<file path="config.mk">
export PLATFORM = sky130hd
export DESIGN_NAME = cpcs_tx_sched
export DESIGN_NICKNAME = d
export VERILOG_FILES = /design/src/rtl/cpcs_tx_pkg.sv /design/src/rtl/cpcs_tx_cc_timer.sv /design/src/rtl/cpcs_tx_sched.sv
export SDC_FILE = /design/constraint.sdc
export NUM_CORES = 1
export LEC_CHECK = 0
export ABC_AREA = 1
export ABC_CLOCK_PERIOD_IN_PS = 2100
export CAP_MARGIN = 20
export CORE_UTILIZATION = 50
export CTS_CLUSTER_SIZE = 14
export DETAILED_ROUTE_END_ITERATION = 10
export GPL_ROUTABILITY_DRIVEN = 0
export PLACE_DENSITY = 0.82
export SLEW_MARGIN = 20
export SYNTH_ARGS = -nofsm -noshare
export SYNTH_HDL_FRONTEND = slang
export SYNTH_SLANG_ARGS = --single-unit
</file>
<file path="constraint.sdc">
create_clock -name CLK -period 2.1 [get_ports CLK]
set_clock_uncertainty 0.1 [all_clocks]
set_input_delay 0.21 -clock CLK [delete_from_list [all_inputs] [get_ports CLK]]
set_output_delay 0.21 -clock CLK [all_outputs]
set_load 0.02 [all_outputs]
</file>
<file path="src/rtl/cpcs_tx_pkg.sv">
// Shared constants and FSM encoding for the CorePCS transmit symbol scheduler.
// The CC insertion feature is built only when CPCS_TX_CC_EN is defined.
package cpcs_tx_pkg;

  localparam logic [7:0] K28_5 = 8'hBC;
  localparam logic [7:0] D16_2 = 8'h50;
  localparam logic [7:0] K27_7 = 8'hFB;
  localparam logic [7:0] K29_7 = 8'hFD;
  localparam logic [7:0] K23_7 = 8'hF7;
  localparam logic [7:0] K28_0 = 8'h1C;

  localparam int CC_CNT_W = 16;

  typedef enum logic [3:0] {
    ST_ALIGN_A,
    ST_ALIGN_B,
    ST_IDLE_A,
    ST_IDLE_B,
    ST_SOF,
    ST_DATA,
    ST_EOF,
    ST_CC_A,
    ST_CC_B
  } tx_state_e;

endpackage

</file>
<file path="src/rtl/cpcs_tx_cc_timer.sv">
// Clock-compensation interval timer: saturating symbol counter whose terminal
// value doubles as the CC-pending flag. Used only when CPCS_TX_CC_EN is defined.
module cpcs_tx_cc_timer
  import cpcs_tx_pkg::*;
#(
  parameter int CC_PERIOD = 1024
) (
  input  logic clk,
  input  logic srst,
  input  logic inc_i,
  input  logic clr_i,
  output logic pending_o
);

  localparam logic [CC_CNT_W-1:0] CNT_LAST = CC_CNT_W'(CC_PERIOD - 1);

  logic [CC_CNT_W-1:0] cnt_q, cnt_d;

  always_comb begin
    cnt_d = cnt_q;
    if (clr_i) begin
      cnt_d = '0;
    end else if (inc_i && (cnt_q != CNT_LAST)) begin
      cnt_d = cnt_q + CC_CNT_W'(1);
    end
  end

  always_ff @(posedge clk) begin
    if (srst) begin
      cnt_q <= '0;
    end else begin
      cnt_q <= cnt_d;
    end
  end

  // Counter parks at its last value, so pending holds until cleared.
  assign pending_o = (cnt_q == CNT_LAST);

endmodule

</file>
<file path="src/rtl/cpcs_tx_sched.sv">
// Transmit symbol scheduler feeding the 8b/10b encoder: alignment, idles,
// packet framing and (with CPCS_TX_CC_EN defined) clock-compensation insertion.
module cpcs_tx_sched
  import cpcs_tx_pkg::*;
#(
  parameter int ALIGN_CNT = 16
`ifdef CPCS_TX_CC_EN
  ,
  parameter int CC_PERIOD = 1024,
  parameter int CC_REPS   = 2
`endif
) (
  input  logic       CLK,
  input  logic       RST,
  input  logic       ENABLE,
  input  logic [7:0] TX_DATA,
  input  logic       TX_SOP,
  input  logic       TX_EOP,
  input  logic       TX_VALID,
  output logic       TX_READY,
  output logic [7:0] ENC_D,
  output logic       ENC_K,
  output logic       ENC_VAL,
  output logic       LINK_UP,
  output logic       CC_ACTIVE,
  output logic       PROT_ERR
);

  localparam logic [7:0] ALIGN_LAST = 8'(ALIGN_CNT - 1);

  tx_state_e  state_q, state_d;
  logic [7:0] pair_cnt_q, pair_cnt_d;
  logic       first_q, first_d;
  logic [7:0] sym_q, sym_d;
  logic       sym_k_q, sym_k_d;
  logic       enc_val_q;
  logic       link_up_q;
  logic       cc_active_q, cc_active_d;
  logic       prot_err_q, prot_err_d;
  logic       ready;

`ifdef CPCS_TX_CC_EN
  localparam logic [3:0] REPS_LAST = 4'(CC_REPS - 1);

  logic [3:0] rep_cnt_q, rep_cnt_d;
  logic       cc_pending;
  logic       cc_clr;

  cpcs_tx_cc_timer #(
    .CC_PERIOD(CC_PERIOD)
  ) u_cc_timer (
    .clk      (CLK),
    .srst     (RST),
    .inc_i    (ENABLE),
    .clr_i    (cc_clr | ~ENABLE),
    .pending_o(cc_pending)
  );
`endif

  always_comb begin
    state_d     = state_q;
    pair_cnt_d  = pair_cnt_q;
    first_d     = first_q;
    sym_d       = K28_5;
    sym_k_d     = 1'b1;
    cc_active_d = 1'b0;
    prot_err_d  = 1'b0;
    ready       = 1'b0;
`ifdef CPCS_TX_CC_EN
    rep_cnt_d   = rep_cnt_q;
    cc_clr      = 1'b0;
`endif
    case (state_q)
      ST_ALIGN_A: state_d = ST_ALIGN_B;
      ST_ALIGN_B: begin
        sym_d   = D16_2;
        sym_k_d = 1'b0;
        if (pair_cnt_q == ALIGN_LAST) begin
          pair_cnt_d = '0;
          state_d    = ST_IDLE_A;
        end else begin
          pair_cnt_d = pair_cnt_q + 8'd1;
          state_d    = ST_ALIGN_A;
        end
      end
      ST_IDLE_A: state_d = ST_IDLE_B;
      ST_IDLE_B: begin
        sym_d   = D16_2;
        sym_k_d = 1'b0;
        // A beat without SOP here is swallowed and flagged.
        ready      = TX_VALID & ~TX_SOP;
        prot_err_d = TX_VALID & ~TX_SOP;
`ifdef CPCS_TX_CC_EN
        if (cc_pending) begin
          state_d   = ST_CC_A;
          rep_cnt_d = '0;
          cc_clr    = 1'b1;
        end else
`endif
        if (TX_VALID && TX_SOP) begin
          state_d = ST_SOF;
        end else begin
          state_d = ST_IDLE_A;
        end
      end
      ST_SOF: begin
        sym_d   = K27_7;
        first_d = 1'b1;
        state_d = ST_DATA;
      end
      ST_DATA: begin
        ready = 1'b1;
        if (TX_VALID) begin
          sym_d      = TX_DATA;
          sym_k_d    = 1'b0;
          first_d    = 1'b0;
          prot_err_d = TX_SOP & ~first_q;
          if (TX_EOP) begin
            state_d = ST_EOF;
          end
        end else begin
          sym_d = K23_7;
        end
      end
      ST_EOF: begin
        sym_d   = K29_7;
        state_d = ST_IDLE_A;
      end
`ifdef CPCS_TX_CC_EN
      ST_CC_A: begin
        cc_active_d = 1'b1;
        state_d     = ST_CC_B;
      end
      ST_CC_B: begin
        sym_d       = K28_0;
        cc_active_d = 1'b1;
        if (rep_cnt_q == REPS_LAST) begin
          rep_cnt_d = '0;
          state_d   = ST_IDLE_A;
        end else begin
          rep_cnt_d = rep_cnt_q + 4'd1;
          state_d   = ST_CC_A;
        end
      end
`endif
      default: state_d = ST_ALIGN_A;
    endcase
  end

  // Disable behaves like reset so alignment always restarts from pair 0.
  always_ff @(posedge CLK) begin
    if (RST || !ENABLE) begin
      state_q     <= ST_ALIGN_A;
      pair_cnt_q  <= '0;
      first_q     <= 1'b0;
      sym_q       <= 8'h00;
      sym_k_q     <= 1'b0;
      enc_val_q   <= 1'b0;
      link_up_q   <= 1'b0;
      cc_active_q <= 1'b0;
      prot_err_q  <= 1'b0;
    end else begin
      state_q     <= state_d;
      pair_cnt_q  <= pair_cnt_d;
      first_q     <= first_d;
      sym_q       <= sym_d;
      sym_k_q     <= sym_k_d;
      enc_val_q   <= 1'b1;
      link_up_q   <= (state_q != ST_ALIGN_A) && (state_q != ST_ALIGN_B);
      cc_active_q <= cc_active_d;
      prot_err_q  <= prot_err_d;
    end
  end

`ifdef CPCS_TX_CC_EN
  always_ff @(posedge CLK) begin
    if (RST || !ENABLE) begin
      rep_cnt_q <= '0;
    end else begin
      rep_cnt_q <= rep_cnt_d;
    end
  end
`endif

  assign TX_READY  = ready & ENABLE & ~RST;
  assign ENC_D     = sym_q;
  assign ENC_K     = sym_k_q;
  assign ENC_VAL   = enc_val_q;
  assign LINK_UP   = link_up_q;
  assign CC_ACTIVE = cc_active_q;
  assign PROT_ERR  = prot_err_q;

endmodule

</file>
# After elaboration in Yosys (flattened, before gate mapping)
# Cells that the tools add are included.
word_totals:
  output_inout_bits: 14
  in_bits: 14
  word_cells: 52
  register_bits: 25
op_classes:
  mux: 16
  addsub: 1
  eq_ne: 10
  bitwise_logic: 7
  reduce_logical: 10
ops:
  columns: ["cell", "n"]
  rows:
  - ["one-hot mux 8 bit (4 select lines)", 1]
  - ["one-hot mux 4 bit (7 select lines)", 1]
  - ["two-way mux 8 bit", 2]
  - ["== test 4 x 3 -> 1 bit (second input constant)", 3]
  - ["adder 8 x 1 -> 8 bit (second input constant)", 1]
  - ["== test 4 x 2 -> 1 bit (second input constant)", 2]
  - ["== test 8 x 4 -> 1 bit (second input constant)", 1]
  - ["two-way mux 4 bit", 2]
  - ["one-hot mux 1 bit (2 select lines)", 4]
  - ["bitwise AND 1 bit", 4]
  - ["== test 4 x 1 -> 1 bit (second input constant)", 1]
  - ["logical NOT 4 bit", 1]
  - ["two-way mux 1 bit", 4]
  - ["!= test 2 bit (second input constant)", 2]
  - ["!= test 4 x 1 -> 1 bit (second input constant)", 1]
  - ["AND reduction 2 bit", 2]
  - ["nonzero test 4 bit", 1]
  - ["two-way mux 3 bit", 1]
  - ["NOT 1 bit", 3]
  - ["logical AND 1 bit", 2]
  - ["two-way mux 2 bit", 1]
  - ["nonzero test 2 bit", 1]
  - ["OR reduction 2 bit", 1]
  - ["logical NOT 1 bit", 1]
  - ["logical OR 1 bit", 1]

# Longest topological paths before layout
# Gate-level depths: netlist of run 1.
depth:
  word_depth: 5
  mapped_depth: 8
  mapped_depth_nobuf: 8

# Worst setup path before layout of run 1
# Ideal clock, no wire load.
synth_timing:
  kind: "reg-to-output"
  start: "register state_q[0]"
  end: "output port TX_READY"
  path_buffers: 0
  stages_incl_launch_ff: 7
  arrival_ns: 1.179
  required_ns: 1.790
  setup_slack_ns: 0.611
  path_cell_list: "dfxtp_1 nand2_1 inv_1 nand2_1 nor3_1 nor2_1 nor2_1"
synth_via:
  elab_chain_cells: 4
  word_cells_on_any_way: 5
  classes_between: "eq/ne: 2; mux: 1; bitwise: 2"
synth_lines:
  columns: ["item", "line_no", "rtl"]
  rows:
  - ["start: declaration", "cpcs_tx_sched.sv:31", "tx_state_e state_q, state_d;"]
  - ["start signal: assignment", "cpcs_tx_sched.sv:163", "state_q <= state_d;"]
  - ["== test 4 x 3 -> 1 bit / == test 4 x 2 -> 1 bit (equally long branches)", "cpcs_tx_sched.sv:73", "case (state_q)"]
  - ["one-hot mux 1 bit (2 select lines) (*)", "cpcs_tx_sched.sv:73", null]
  - ["bitwise AND 1 bit (*) (2 in a row)", "cpcs_tx_sched.sv:185", "assign TX_READY = ready & ENABLE & ~RST;"]
  - ["end: declaration", "cpcs_tx_sched.sv:20", "output logic TX_READY,"]
# Mark *: on every way between the ends. The rest lies on a longest branch, timed or not.

# Worst setup path after layout of run 1
layout_timing:
  start: "register state_q[2]"
  end: "output port TX_READY"
# Same word-level chain as after synthesis.

==> qor.yml, run 1 <==
outcome:
  status: "finished clean"
synthesis:
  synth_top_area_share_pct: 45.1
  syn_nets: 157
  seq_area_frac_synth_pct: 45.1
  synth_cells: 142
  synthTopCellsByCount: "30 x nand2_1, 24 x dfxtp_1, 16 x nor2_1"
  ys_warn_count: 0
  synth-seq-cells: 24
  synth.area.top_cells: "dfxtp_1 45%, nand2_1 11%, nor2_1 5.6%"
  synth-main-ff-cell: "dfxtp_1"
  async_reset_ff_share_pct: 0
  syn_area_mm2: 0.00106
  synth_edf_count: 0
  syn_avg_cell_area_um2: 7.50
  yosys.area.top_type: "dfxtp_1"
  synthMostInstantiatedCell: "nand2_1"
  ys_types: 27
power:
  internal_power_w: 0.000623
  power_frac_seq_pct: 57.3
  p_sw_w: 0.000195
  ir_drop_mv: 0.351
  share_comb_of_total_power_pct: 12.5
  power_density_mw_per_mm2: 571
  p_clk_share_pct: 30.2
  swShare_pct: 23.9
  p_leak_nw: 0.590
clock_network:
  clock_sinks: 24
  clk_latency_ns: 0.32
  cts-hold-fix-buffers: 0
  post-cts-setup-buffers: 0
  cts_made_buffers: 3
  clkSlewWorstSetupHoldPaths_ns: 0.13
  htree_levels: 1
  clockBufferDepth: 2
  root_buffer: "clkbuf_4"
  cts_tree: "yes"
  post_cts_resized: 1
place:
  dp_slack_ns: 0.00495
  dp_hpwl_um: 1870
  port_buffers: 26
  place_area_mm2: 0.00139
global_route:
  track_usage_pct: 22.9
  grt_start_max_net_pins: 15
  grt_pass1_wl_um: 3580
  antenna_found_initial: 0
  overflow: 0
  grt_pass1_vias: 889
setup_path:
  rr_endpoint: "pair_cnt_q[4]"
  path_delay_family: "buffers and inverters"
  slowest_delay_ns: 0.38
  worst-path-buf-inv: 2
  crit_arrival_ns: 1.61
  reg2reg_depth: 9
  end_kind: "primary output"
  crit_fanout: 7
  crit_path_cell_trace: "inv_2, nand2_1, nor3_2, nor2_1, nor2_1, dlygate4sd2_1"
  r2r_slack_ns: 0.64
  r2r_start: "state_q[1]"
  crit_top_cell: "nor2_1"
  worstPathRequired_ns: 1.79
  start_kind: "register"
  cp_slowest_cell: "dfxtp_1"
  crit_type: "reg -> out"
die:
  fp.dieW_um: 48.1
  num_rows: 16
  io_pins: 28
  core_area_mm2: 0.00198
  die_height_um: 48.1
  start_util_pct: 53.7
  die_area_mm2: 0.00232
job:
  cap_violations: 0
cells_and_area:
  nFillCells: 148
  diodes: 0
  final_nets: 192
  drive_above_1_share_pct: 15.9
  design_area_mm2: 0.00143
  area_growth_syn_to_layout_pct: 34.5
routing:
  viasPerCell: 5.15
  routedWlPerCell_um: 12.5
  route.vias.total: 1045
  drc: 0
  ant_nets: 0
  drt_iter0_drc: 25
  firstDrtPassIters: 4
  wl_um: 2540
sta:
  drv_slew: 0
  rsz0062_at_grt: "no"
  fin_setup_tns_ns: 0
  setup_ws_ns: 0.181
  setup_viol: 0
  period_share_pct: 91.4
  max_freq_ghz: 0.521
  hold_violations: 0
  finalCriticalPeriod_ns: 1.92
hold_path:
  hold_class: "in -> reg"
  hold_end: "ENC_D[4]"
  whs_path_depth: 3
  worst_hold_startpoint: "TX_DATA[4]"
worst max path at each step:
stage	from	to	slack, ns	cells after the start
after global routing	state_q[2]	TX_READY	0.03	6
after floorplan	state_q[0]	TX_READY	0.61	6
after detailed placement	TX_VALID	TX_READY	0.005	6
after global placement	TX_VALID	TX_READY	0.08	6
final	state_q[2]	TX_READY	0.18	6
after CTS	state_q[2]	TX_READY	0.14	6
registers in the layout, indices dropped and copies added (netlist names):
signal / count
LINK_UP: 1
first_q: 1
ENC_K: 1
PROT_ERR: 1
state_q: 3
ENC_VAL: 1
pair_cnt_q: 8
ENC_D: 8
kinds of logic after synthesis:
logic type	count (synthesis)	share of synthesized area (%)
DFF	24	45.1
and+or+nand+nor	73	33.3
AOI/OAI and AO/OA	20	10.2
adders and majority gates	1	1.17
xor gates and xnor gates	3	2.47
buffers and inverters	20	7.40
other	1	0.352
cell type report:
type | instances | area, µm² | area share (%)
timing repair buffer | 32 | 304 | 21.2
multi-input combinational | 98 | 510 | 35.6
sequential | 24 | 480 | 33.5
inverter | 18 | 67.6 | 4.72
clock buffer | 4 | 36.3 | 2.53
tap | 27 | 33.8 | 2.36
worst min-delay path, delay by kind of cell:
kind                   cells  cell delay (ns)
AOI/OAI and AO/OA          1             0.05
buffers and inverters      2             0.45
layout by cell type (no fill, tap or decap), types with 5 or more instances in the layout:
cell / netlist / routed
inv_1: 13 / 13
nor3_1: 6 / 5
nor2_1: 16 / 16
clkdlybuf4s50_1: 0 / 25
buf_4: 1 / 6
inv_2: 5 / 5
a21oi_1: 11 / 11
dfxtp_1: 24 / 24
nand3_1: 8 / 8
nand2_1: 30 / 30
stage by stage:
| stage | power (W) | hold slack, ns | instances | utilization (%) |
|---|---|---|---|---|
| after floorplan | 0.000524 | 0.195 | 142 | - |
| after global placement | 0.000578 | 0.369 | 199 | 70.3 |
| after detailed placement | 0.000580 | 0.374 | 199 | 70.3 |
| after CTS | 0.000819 | 0.326 | 203 | 72.0 |
| after global routing | 0.000846 | 0.330 | 203 | 72.3 |
| final | 0.000818 | 0.319 | 203 | 72.3 |
power groups by stage:
stage                     registers (W)  logic (W)  clock network (W)
after global routing           0.000470   0.000110           0.000265
final                          0.000469   0.000102           0.000247
after detailed placement       0.000479   0.000101                  0
after CTS                      0.000469   0.000102           0.000248
after global placement         0.000479  0.0000996                  0
after floorplan                0.000491  0.0000334                  0
routing by layer:
metal | wire (µm) | track usage (%) | vias up | part of all wire, %
met4 | 45 | 12.8 | 0 | 1.8
met1 | 1080 | 27.2 | 468 | 42
li1 | - | - | 521 | -
met3 | 190 | 5.19 | 5 | 7.5
met5 | 0 | 0 | - | 0
met2 | 1230 | 38.1 | 51 | 48
Power figures use the tool's default switching activity.
==> run 2, diff against run 1 <==
ABC_CLOCK_PERIOD_IN_PS = 2200   (was 2100)
CORE_UTILIZATION = 47   (was 50)
MAX_ROUTING_LAYER = met4   (was default)
PLACE_DENSITY = 0.78   (was 0.82)
REMOVE_ABC_BUFFERS = 1   (was default)
clock period = 2.2 ns   (was 2.1 ns; I/O delays follow)
==> run 2 against run 1 <==
Hold slack improved by 0.037 ns; count of clock-buffer cells in the layout decreased by 1; critical endpoint unchanged; flip-flop and latch count unchanged; largest power group unchanged; design area decreased by 1.7%.
==> qor.yml, run 2 (synthesis gave the netlist of run 1 again) <==
setup_path:
  crit_type: "reg -> out"
  r2r_start: "state_q[0]"
  reg2reg_depth: 8  # -1
  crit_path_cell_trace: "nand2_1, inv_1, nand2_1, nor3_1, nor2_1, nor2_1, dlygate4sd2_1"
  rr_endpoint: "pair_cnt_q[0]"
  r2r_slack_ns: 0.82  # +0.18 ns
  start_kind: "register"
  worst-path-buf-inv: 2  # unchanged
  end_kind: "primary output"
  path_delay_family: "simple AND/OR/NAND/NOR gates"
  worstPathRequired_ns: 1.88  # +0.09 ns
  crit_fanout: 5  # -2
  slowest_delay_ns: 0.42  # +0.04 ns
  cp_slowest_cell: "dfxtp_2"
  crit_arrival_ns: 1.68  # +0.07 ns
cells_and_area:
  drive_above_1_share_pct: 14.9  # -0.97 points
  area_growth_syn_to_layout_pct: 32.2
  stdcell_count: 201  # -0.99%
  diodes: 0  # unchanged
  final_cell_mix: "30 x nand2_1, 25 x clkdlybuf4s50_1, 23 x dfxtp_1"
  design_area_mm2: 0.00141  # -1.7%
  final_nets: 191  # -0.52%
  layout_commonest_cell: "nand2_1"
sta:
  setup_ws_ns: 0.201  # +0.0202 ns
  setup_viol: 0  # unchanged
  period_share_pct: 90.9
  drv_slew: 0  # unchanged
  hold_violations: 0  # unchanged
  max_freq_ghz: 0.500
  rsz0062_at_grt: "no"
  finalCriticalPeriod_ns: 2.00
  fin_setup_tns_ns: 0  # unchanged
power:
  internal_power_w: 0.000557  # -11%
  p_sw_w: 0.000174  # -11%
  ir_drop_mv: 0.346  # -1.3%
  swShare_pct: 23.9  # about the same
  p_clk_share_pct: 25.6  # -4.6 points
  total_power_w: 0.000731  # -11%
  share_comb_of_total_power_pct: 13.2  # +0.7 points
  p_leak_nw: 0.577  # -2.3%
  power_frac_seq_pct: 61.2  # +3.9 points
  power_density_mw_per_mm2: 519  # -9.0%
global_route:
  track_usage_pct: 22.0  # -0.96 points
  grt_pass1_vias: 936  # +5.3%
  antenna_found_initial: 0  # unchanged
  grt_pass1_wl_um: 4010  # +12%
  overflow: 0  # unchanged
  grt_start_max_net_pins: 15  # unchanged
place:
  port_buffers: 26  # unchanged
  dp_slack_ns: 0.114  # +0.109 ns
  dp_cells: 198  # -0.50%
  place_area_mm2: 0.00139  # -0.54%
  dp_hpwl_um: 1820  # -2.6%
job:
  cap_violations: 0  # unchanged
clock_network:
  cts_made_buffers: 3  # unchanged
  cts_tree: "yes"
  clock_sinks: 24  # unchanged
  root_buffer: "clkbuf_4"
  cts-hold-fix-buffers: 0  # unchanged
  clk_latency_ns: 0.30  # -0.02 ns
  htree_levels: 1  # unchanged
  clockBufferDepth: 2  # unchanged
  clkSlewWorstSetupHoldPaths_ns: 0.12  # about the same
routing:
  firstDrtPassIters: 4  # unchanged
  viasPerCell: 4.92  # -4.5%
  wl_um: 2370  # -7.0%
  routedWlPerCell_um: 11.8  # -6.1%
  route.vias.total: 988  # -5.5%
  ant_nets: 0  # unchanged
  drt_iter0_drc: 15  # -40%
  drc: 0  # unchanged
die:
  fp.dieW_um: 49.6  # +3.0%
  io_pins: 28  # unchanged
  start_util_pct: 52.1  # -1.6 points
  die_height_um: 49.6  # +3.0%
  die_area_mm2: 0.00246  # +6.1%
  core_area_mm2: 0.00204  # +3.0%
  num_rows: 16  # unchanged
hold_path:
  hold_class: "in -> reg"
  worst_hold_startpoint: "TX_DATA[4]"
  whs_path_depth: 3  # unchanged
  hold_end: "ENC_D[4]"
outcome:
  status: "finished clean"
[run 2: cell count changes in the layout (fill, tap and decap cells not counted), sizes merged]
cell	previous run	this run
buf	6	5
clkbuf	4	3
[run 2: worst max path at each step]
stage,end,slack [ns],startpoint,cells after the start
6_report,TX_READY,0.20,state_q[1],7
5_1_grt,TX_READY,0.05,state_q[1],7
4_1_cts,TX_READY,0.20,state_q[1],7
3_5_place_dp,TX_READY,0.11,TX_VALID,6
3_3_place_gp,TX_READY,0.12,TX_VALID,6
2_1_floorplan,TX_READY,0.70,state_q[0],6
[run 2: cell type report]
| class | instances | area [µm²] |
|---|---|---|
| Tap cell | 27 | 33.8 |
| Clock buffer | 3 | 22.5 |
| Fill cell | 189 | 634 |
| Timing Repair Buffer | 31 | 297 |
| Multi-Input combinational cell | 98 | 505 |
| Sequential cell | 24 | 482 |
| Inverter | 18 | 67.6 |
[run 2: routing by layer]
metal,wire [µm],up-vias,global-route usage [%]
met5,0,-,-
met4,25,0,7.62
met3,77,2,3.70
met2,1210,23,38.1
met1,1060,446,25.4
li1,-,517,-
[run 2: stage by stage]
step,hold slack (ns),utilization (%)
floorplan,0.205,-
global placement,0.369,67.8
detailed placement,0.391,67.8
CTS,0.356,68.9
global route,0.344,68.9
finish,0.356,68.9
[run 2: worst min-delay path: cells and delay by family]
kind	cells	cell delay (ns)
AO/OA/AOI/OAI	1	0.05
buffers and inverters	2	0.45
[run 2: power groups by stage]
stage	Clock, W	Sequential, W	Combinational, W
3_5_place_dp	0	0.000457	0.0000963
2_1_floorplan	0	0.000469	0.0000300
3_3_place_gp	0	0.000457	0.0000946
6_report	0.000187	0.000447	0.0000965
4_1_cts	0.000194	0.000447	0.0000967
5_1_grt	0.000209	0.000448	0.000103
[run 2: timing repair]
item	in CTS	in global routing
buffers inserted	0	0
resized for setup	2	0
endpoints found under the setup margin	1	0
